<file path="src/rtl/audio_pkg.sv">
// Shared constants and the slot-to-word-select rule for the I2S transmitter.
package audio_pkg;

  localparam int unsigned SAMPLE_W  = 32;
  localparam int unsigned CH_W      = 16;
  localparam int unsigned SLOTS     = 32;
  localparam int unsigned SLOT_W    = $clog2(SLOTS);

  // lrck is high for slots LRCK_RISE..LRCK_FALL-1, leading each channel MSB by one slot.
  localparam int unsigned LRCK_RISE = 15;
  localparam int unsigned LRCK_FALL = 31;

  typedef enum logic {
    CH_LEFT  = 1'b0,
    CH_RIGHT = 1'b1
  } chan_e;

  function automatic chan_e lrck_for_slot(input logic [SLOT_W-1:0] slot);
    if ((slot >= SLOT_W'(LRCK_RISE)) && (slot < SLOT_W'(LRCK_FALL))) begin
      return CH_RIGHT;
    end
    return CH_LEFT;
  endfunction

endpackage

</file>
<file path="src/rtl/audio_fifo.sv">
// Synchronous sample FIFO with registered occupancy count; head word is visible on dout.
module audio_fifo #(
  parameter int unsigned DEPTH = 4,
  parameter int unsigned W     = 32
) (
  input  logic         c,
  input  logic         rn,
  input  logic         push,
  input  logic [W-1:0] din,
  input  logic         pop,
  output logic [W-1:0] dout,
  output logic         full,
  output logic         empty
);

  localparam int unsigned AW = $clog2(DEPTH);
  localparam int unsigned CW = AW + 1;

  logic [W-1:0]  mem_q [DEPTH];
  logic [AW-1:0] wr_ptr_q, wr_ptr_d;
  logic [AW-1:0] rd_ptr_q, rd_ptr_d;
  logic [CW-1:0] count_q, count_d;
  logic          do_push, do_pop;

  assign full    = (count_q == CW'(DEPTH));
  assign empty   = (count_q == '0);
  assign do_push = push && !full;
  assign do_pop  = pop && !empty;
  assign dout    = mem_q[rd_ptr_q];

  always_comb begin
    wr_ptr_d = wr_ptr_q;
    rd_ptr_d = rd_ptr_q;
    count_d  = count_q;
    if (do_push) begin
      wr_ptr_d = wr_ptr_q + 1'b1;
    end
    if (do_pop) begin
      rd_ptr_d = rd_ptr_q + 1'b1;
    end
    case ({do_push, do_pop})
      2'b10:   count_d = count_q + 1'b1;
      2'b01:   count_d = count_q - 1'b1;
      default: count_d = count_q;
    endcase
  end

  always_ff @(posedge c or negedge rn) begin
    if (!rn) begin
      wr_ptr_q <= '0;
      rd_ptr_q <= '0;
      count_q  <= '0;
    end else begin
      wr_ptr_q <= wr_ptr_d;
      rd_ptr_q <= rd_ptr_d;
      count_q  <= count_d;
    end
  end

  // Storage needs no reset: occupancy is tracked solely by count_q.
  always_ff @(posedge c) begin
    if (do_push) begin
      mem_q[wr_ptr_q] <= din;
    end
  end

endmodule

</file>
<file path="src/rtl/audio_i2s_tx.sv">
// I2S transmitter: buffers stereo sample words and serialises them MSB first
// against a bit clock divided down from the system clock.
module audio_i2s_tx
  import audio_pkg::*;
#(
  parameter int unsigned DIV   = 4,
  parameter int unsigned DEPTH = 4
) (
  input  logic                c,
  input  logic                rn,
  input  logic [SAMPLE_W-1:0] x,
  input  logic                xv,
  output logic                xr,
  output logic                bclk,
  output logic                lrck,
  output logic                sd,
  output logic                underrun
);

  localparam int unsigned DW = (DIV > 1) ? $clog2(DIV) : 1;

  logic [DW-1:0]       div_q, div_d;
  logic                bclk_q, bclk_d;
  logic [SLOT_W-1:0]   slot_q, slot_d;
  logic [SAMPLE_W-1:0] shreg_q, shreg_d;
  logic                lrck_q, lrck_d;
  logic                sd_q, sd_d;
  logic                urun_q, urun_d;

  logic                tick;
  logic                fall_evt;
  logic                load;
  logic [SLOT_W-1:0]   slot_next;
  logic                push;
  logic                pop;
  logic                fifo_full;
  logic                fifo_empty;
  logic [SAMPLE_W-1:0] fifo_head;

  assign tick      = (div_q == DW'(DIV - 1));
  assign fall_evt  = tick && bclk_q;
  assign slot_next = slot_q + 1'b1;
  assign load      = fall_evt && (slot_next == '0);
  assign push      = xv && !fifo_full;
  assign pop       = load && !fifo_empty;

  audio_fifo #(
    .DEPTH (DEPTH),
    .W     (SAMPLE_W)
  ) u_fifo (
    .c     (c),
    .rn    (rn),
    .push  (push),
    .din   (x),
    .pop   (pop),
    .dout  (fifo_head),
    .full  (fifo_full),
    .empty (fifo_empty)
  );

  always_comb begin
    div_d   = tick ? '0 : div_q + 1'b1;
    bclk_d  = tick ? ~bclk_q : bclk_q;
    slot_d  = slot_q;
    shreg_d = shreg_q;
    lrck_d  = lrck_q;
    sd_d    = sd_q;
    urun_d  = 1'b0;
    if (fall_evt) begin
      slot_d = slot_next;
      lrck_d = lrck_for_slot(slot_next);
      // fifo_empty is from the registered count, so a same-edge push cannot feed this load.
      if (load) begin
        shreg_d = fifo_empty ? '0 : fifo_head;
        sd_d    = fifo_empty ? 1'b0 : fifo_head[SAMPLE_W-1];
        urun_d  = fifo_empty;
      end else begin
        shreg_d = {shreg_q[SAMPLE_W-2:0], 1'b0};
        sd_d    = shreg_q[SAMPLE_W-2];
      end
    end
  end

  always_ff @(posedge c or negedge rn) begin
    if (!rn) begin
      div_q   <= '0;
      bclk_q  <= 1'b0;
      slot_q  <= '1;
      shreg_q <= '0;
      lrck_q  <= 1'b0;
      sd_q    <= 1'b0;
      urun_q  <= 1'b0;
    end else begin
      div_q   <= div_d;
      bclk_q  <= bclk_d;
      slot_q  <= slot_d;
      shreg_q <= shreg_d;
      lrck_q  <= lrck_d;
      sd_q    <= sd_d;
      urun_q  <= urun_d;
    end
  end

  assign xr       = !fifo_full;
  assign bclk     = bclk_q;
  assign lrck     = lrck_q;
  assign sd       = sd_q;
  assign underrun = urun_q;

endmodule

</file>
<file path="config.mk">
export PLATFORM = sky130hd
export DESIGN_NAME = audio_i2s_tx
export DESIGN_NICKNAME = d
export VERILOG_FILES = /design/src/rtl/audio_pkg.sv /design/src/rtl/audio_fifo.sv /design/src/rtl/audio_i2s_tx.sv
export SDC_FILE = /design/constraint.sdc
export NUM_CORES = 1
export LEC_CHECK = 0
export CORE_MARGIN = 4
export CORE_UTILIZATION = 30
export CTS_CLUSTER_SIZE = 8
export DETAILED_ROUTE_END_ITERATION = 10
export GPL_ROUTABILITY_DRIVEN = 0
export GPL_TIMING_DRIVEN = 0
export PLACE_DENSITY_LB_ADDON = 0.12
export REMOVE_ABC_BUFFERS = 1
export SYNTH_ARGS = -nofsm -noshare
export SYNTH_HDL_FRONTEND = slang
export SYNTH_SLANG_ARGS = --single-unit
</file>
<file path="constraint.sdc">
create_clock -name c -period 2.6 [get_ports c]
set_clock_uncertainty 0.1 [all_clocks]
set_input_delay 0.78 -clock c [delete_from_list [all_inputs] [get_ports c]]
set_output_delay 0.78 -clock c [all_outputs]
set_load 0.005 [all_outputs]
</file>
-- Word-level counts from Yosys, hierarchy flattened
Memories as Yosys holds them, arrays and structs flattened.
Index checks and enable logic that the tools add are counted.
- bits in registers: 49
- RAM bits: 128
- input bits: 35
- word-level logic and storage cells: 50
- memories: 1
- add/sub/neg operators: 6
- magnitude comparators: 2
- equal/unequal tests: 4
- mux-type cells: 14
- bitwise logic cells: 1
- reduce and logical (&&, ||, !) cells: 12
- memories (name ; words ; width ; rd ports ; clocked after memory_dff ; wr ports ; line ; source):
    u_fifo.mem_q ; 4 ; 32 ; 1 ; 0 ; 1 ; audio_fifo.sv:19 ; logic [W-1:0] mem_q [DEPTH];
- operators by type and width (operator ; number):
    2-to-1 mux 31 bit ; 2
    2-to-1 mux 1 bit ; 10
    logical AND 1 bit ; 7
    adder 2 x 1 -> 2 bit, second input constant ; 3
    one-hot mux 3 bit (2 select lines) ; 1
    adder 5 x 1 -> 5 bit, second input constant ; 1
    >= comparator 5 x 4 -> 1 bit, second input constant ; 1
    logical NOT 5 bit ; 1
    < comparator 5 bit, second input constant ; 1
    equality test 2 bit, second input constant ; 2
    adder 3 x 1 -> 3 bit, second input constant ; 1
    equality test 3 bit, second input constant ; 1
    logical NOT 3 bit ; 1
    subtractor 3 x 1 -> 3 bit, second input constant ; 1
    equality test 2 x 1 -> 1 bit, second input constant ; 1
    logical NOT 1 bit ; 2
    2-to-1 mux 2 bit ; 1
    nonzero test 2 bit ; 1
    NOT 1 bit ; 1

-- Depth between registers and ports, before layout
Gate-level depths: netlist of the first run.
- word-level depth: 7
- gate-level depth with buffers: 13
- gate-level depth less buffers: 11

-- Hierarchy
From an unflattened synthesis of the first run, not the netlist that was laid out.
- cell total of the unflattened synthesis: 392
- area, all modules: 7252.0 um^2
- modules (own cells, without submodules) (module ; times used ; cells each ; area an instance (um^2) ; sequential area each (um^2)):
    audio_fifo ; 1 ; 205 ; 5091.1 ; 4018.9
    audio_i2s_tx ; 1 ; 187 ; 2160.8 ; 1057.3

-- Least setup slack after synthesis of the first run
OpenSTA, ideal clock, no wires.
- path type: reg-to-reg
- start point: register slot_q[0]
- end point: register u_fifo.count_q[2]
- arrival: 2.605 ns
- path slack: -0.185 ns
- cell stages (with the launch flop): 12
- cells stage by stage: dfstp_2 > ha_1 > or4_4 > a21oi_2 > buf_4 > and2_4 > ha_1 > inv_1 > fa_1 > xor2_1 > nor2_1 > xor2_1
- longest elaborated chain between the ends: 7
- ends and longest elaborated chain (element ; line ; source):
    from (decl) ; audio_i2s_tx.sv:24 ; logic [SLOT_W-1:0] slot_q, slot_d;
    from (signal assigned) ; audio_i2s_tx.sv:96 ; slot_q <= slot_d;
    adder 5 x 1 -> 5 bit (*) ; audio_i2s_tx.sv:42 ; assign slot_next = slot_q + 1'b1;
    logical NOT 5 bit (*) ; audio_i2s_tx.sv:43 ; assign load = fall_evt && (slot_next == '0);
    logical AND 1 bit (*) ; audio_i2s_tx.sv:43 ;
    logical AND 1 bit (*) ; audio_i2s_tx.sv:45 ; assign pop = load && !fifo_empty;
    logical AND 1 bit (*) ; audio_fifo.sv:28 ; assign do_pop = pop && !empty;
    via u_fifo.do_pop ; audio_fifo.sv:23 ; logic do_push, do_pop;
    equality test 2 x 1 -> 1 bit / equality test 2 bit (equally long branches) ; audio_fifo.sv:41 ; case ({do_push, do_pop})
    one-hot mux 3 bit (2 select lines) / nonzero test 2 bit (equally long branches) ; -- ;
    to (signal assigned) ; audio_fifo.sv:56 ; count_q <= count_d;
    to (decl) ; audio_fifo.sv:22 ; logic [CW-1:0] count_q, count_d;
Mark *: on every way through the listed nets, which the timed path passes. The rest lies on a longest branch.
A chain may end at the register's enable or synchronous reset.

-- Worst setup path in the final report of the first run
- start point: register slot_q[1]
- end point: register u_fifo.count_q[2]
Same word-level chain as after synthesis.

==> results_dict.tcl, run 1 <==
set metrics [dict create \
    drive_gt1_share_pct 22.0 \
    synthArstFlopShare_pct 27.7 \
    ant_nets 0 \
    slowest_delay_ns 0.44 \
    start_kind "flop" \
    grt_use_met1_pct 14.1 \
    static-leakage-power_nw 2.92 \
    power.density_mw_per_mm2 797 \
    die_height_um 162 \
    fill_cells 2147 \
    drcViolationCount 0 \
    grt_first_pass_wirelength_um 21600 \
    syn_to_final_growth_pct 21.8 \
    start_util_pct 30.9 \
    period_needed_ns 2.52 \
    synth_area_per_cell_um2 17.7 \
    htree_levels 4 \
    fmax_ghz 0.397 \
    synth-seq-cells 177 \
    status "finished, final reports clean" \
    crit_arrival_ns 2.76 \
    worstSetupPathType "flop to flop" \
    timing.final.crit_share_pct 96.8 \
    synth_top_area_share_pct 54.3 \
    layout_setup_ws_ns 0.0834 \
    vdd_drop_max_mv 0.393 \
    synth_edf_count 128 \
    port_buffers 39 \
    yosysMostFrequentCell "edfxtp_1" \
    first_pass_iters 4 \
    antenna_cells 0 \
    num-nets-final 497 \
    syn_area_mm2 0.00708 \
    groute.usage.overall_pct 11.2 \
    synth.distinct_cells 36 \
    slowest_stage "or4_4" \
    hold_viol_final 0 \
    setup_viol_count_final 0 \
    rr_worst_depth 10 \
    antenna_found_initial 0 \
    drtIter0Drc 136 \
    synth_top_area_cell "edfxtp_1" \
    post_drt_via_cell_ratio 4.52 \
    dpl.hpwl_um 8380 \
    globalRouteOverflowTotal 0 \
    die_area_mm2 0.0261 \
    crit_fanout 6 \
    crit_required_ns 2.84 \
    wl_um 13800 \
    clockBufferDepth 2 \
    clock_latency_ns 0.42 \
    grt_pass1_vias 3759 \
    io_pins 40 \
    synthCells 399 \
    maxSlewViolCount 0 \
    num_rows 55 \
    clock-root-buffer "clkbuf_16" \
    ys_seq_area_share_pct 71.7 \
    grt.busiest_layer "met2" \
    vias 3515 \
    clkTransAtPathRegs_ns 0.06 \
    pre_cts_ws_ns -0.925 \
    max_slew_margin_pct 53.5 \
    die_w_um 162 \
    avgRoutedWirePerCell_um 17.7 \
    numCtsBuffers 17 \
    cap_violations 0 \
    synthFlopType "edfxtp_1" \
    core_mm2 0.0229 \
    numClockSinks 177 \
    use_met3_pct 3.06 \
    yosys-top-cells-count "edfxtp_1 (128), dfrtp_1 (44), nand3_1 (34), o21ai_0 (34)" \
    reg2reg_from "slot_q[1]" \
    rsz0062_at_grt "true" \
    crit_path_start "slot_q[1]" \
    cts_tree "yes" \
    hold_path.class "input port to asynchronous set/reset pin" \
    worst_pin_slew_ns 0.698 \
    power_mw 6.87 \
    cp_cell_sequence "ha_4 > or4_4 > a21oi_4 > and2_4 > ha_4 > inv_2 > fa_2 > xor2_1 > nor2_1 > xor2_1" \
    synthTopCellsByArea "edfxtp_1 (54%), dfrtp_1 (16%), mux4_2 (10%), mux2i_1 (4.5%), nand3_1 (2.4%)" \
    gr-usage-met2_pct 19.0 \
    grt_start_max_net_pins 36 \
    cp-end-kind "flop" \
    yosysWarnings 0 \
    holdBufCountCts 0 \
]
## cells by family (layout without fill, tap and decap cells)
kind of cell	Yosys count	count (layout)	synth area share (%)
compound gates	41	42	3.13
flops	177	177	71.7
fa+ha+maj	10	10	1.87
simple gates	63	64	4.70
buf+inv	31	94	2.28
xor+xnor	13	13	1.61
mux	64	64	14.7
## where the power goes
group          switching [mW]  internal, mW  total (mW)
combinational           0.524         0.328       0.852
sequential             0.0980          3.51        3.61
clock                    1.07          1.33        2.41
## placed cells by master (no fill, tap or decap), drive strengths merged, types with 2 or more instances in the layout
cell           count
buf               18
xnor2              6
dfrtp             44
and3               5
edfxtp           128
o21ai             34
clkinv             7
a21oi              4
xor2               7
and2               4
nor2               4
mux2i             32
dfstp              5
ha                 9
inv               11
mux4              32
nand3             34
nor2b              2
clkbuf            18
nand2              8
clkdlybuf4s50     38
## state kept, by name, summed over array words and instances (netlist names)
signal,cells
sd,1
u_fifo.count_q,3
u_fifo.rd_ptr_q,2
bclk,1
underrun,1
slot_q,5
div_q,2
u_fifo.mem_q,128
u_fifo.wr_ptr_q,2
lrck,1
shreg_q,31
## critical path: cells and delay by family, from the launching register on
family                     cells  cell delay (ns)
and+or+nand+nor                3             0.75
adders and majority gates      3             0.65
DFF                            1             0.41
xor gates and xnor gates       2             0.29
buffers and inverters          1             0.03
AOI/OAI and AO/OA              1             0.20
## per-stage QoR
stage	cell area, um^2	utilization, %	hold slack, ns	std cells	setup TNS (ns)
floorplan	6940	-	0.310	375	-37.67
global placement	7730	33.7	0.320	727	-229.67
detailed placement	7950	34.7	0.328	736	-4.09
CTS	8600	37.5	0.242	776	0
global route	8620	37.6	0.261	777	-0.0279
finish	8620	37.6	0.233	777	0
## routing by layer
metal	up-vias	part of all wire (%)
met3	9	2.9
met1	1806	45
met2	44	51
li1	1656	-
met4	0	1.0
met5	-	0
## area by class of cell
type | count | area [um^2] | area share, %
Clock buffer | 18 | 429 | 4.98
Clock inverter | 13 | 131 | 1.52
Inverter | 7 | 26.3 | 0.305
Multi-Input combinational cell | 193 | 1910 | 22.1
Sequential cell | 177 | 5080 | 58.9
Tap cell | 313 | 392 | 4.54
Timing Repair Buffer | 56 | 656 | 7.61
## path summary, 6_finish.rpt
kind	endpoint	slack, ns
worst max-delay path	u_fifo.count_q[2]	0.08
min in group c	div_q[0]	0.34
worst min register to register	div_q[0]	0.34
max in group asynchronous	u_fifo.rd_ptr_q[1]	1.60
worst min-delay path	u_fifo.count_q[0]	0.23
worst max register to register	u_fifo.count_q[2]	0.08
## repair_timing
action / in CTS / in global routing
cloned: 2 / 0
setup endpoints to repair: 22 / 2
resized for setup: 6 / 4
pin swaps: 4 / 4
buffers inserted: 7 / 1
(Power assumes the default switching activity.)
==> run 2: changes to the inputs <==
--- a/config.mk
+++ b/config.mk
@@ -16,3 +16,4 @@
 export SYNTH_ARGS = -nofsm -noshare
 export SYNTH_HDL_FRONTEND = slang
 export SYNTH_SLANG_ARGS = --single-unit
+export TNS_END_PERCENT = 30
==> results of run 2 <==
Final layout, timing and power as in run 1 (identical DEF).
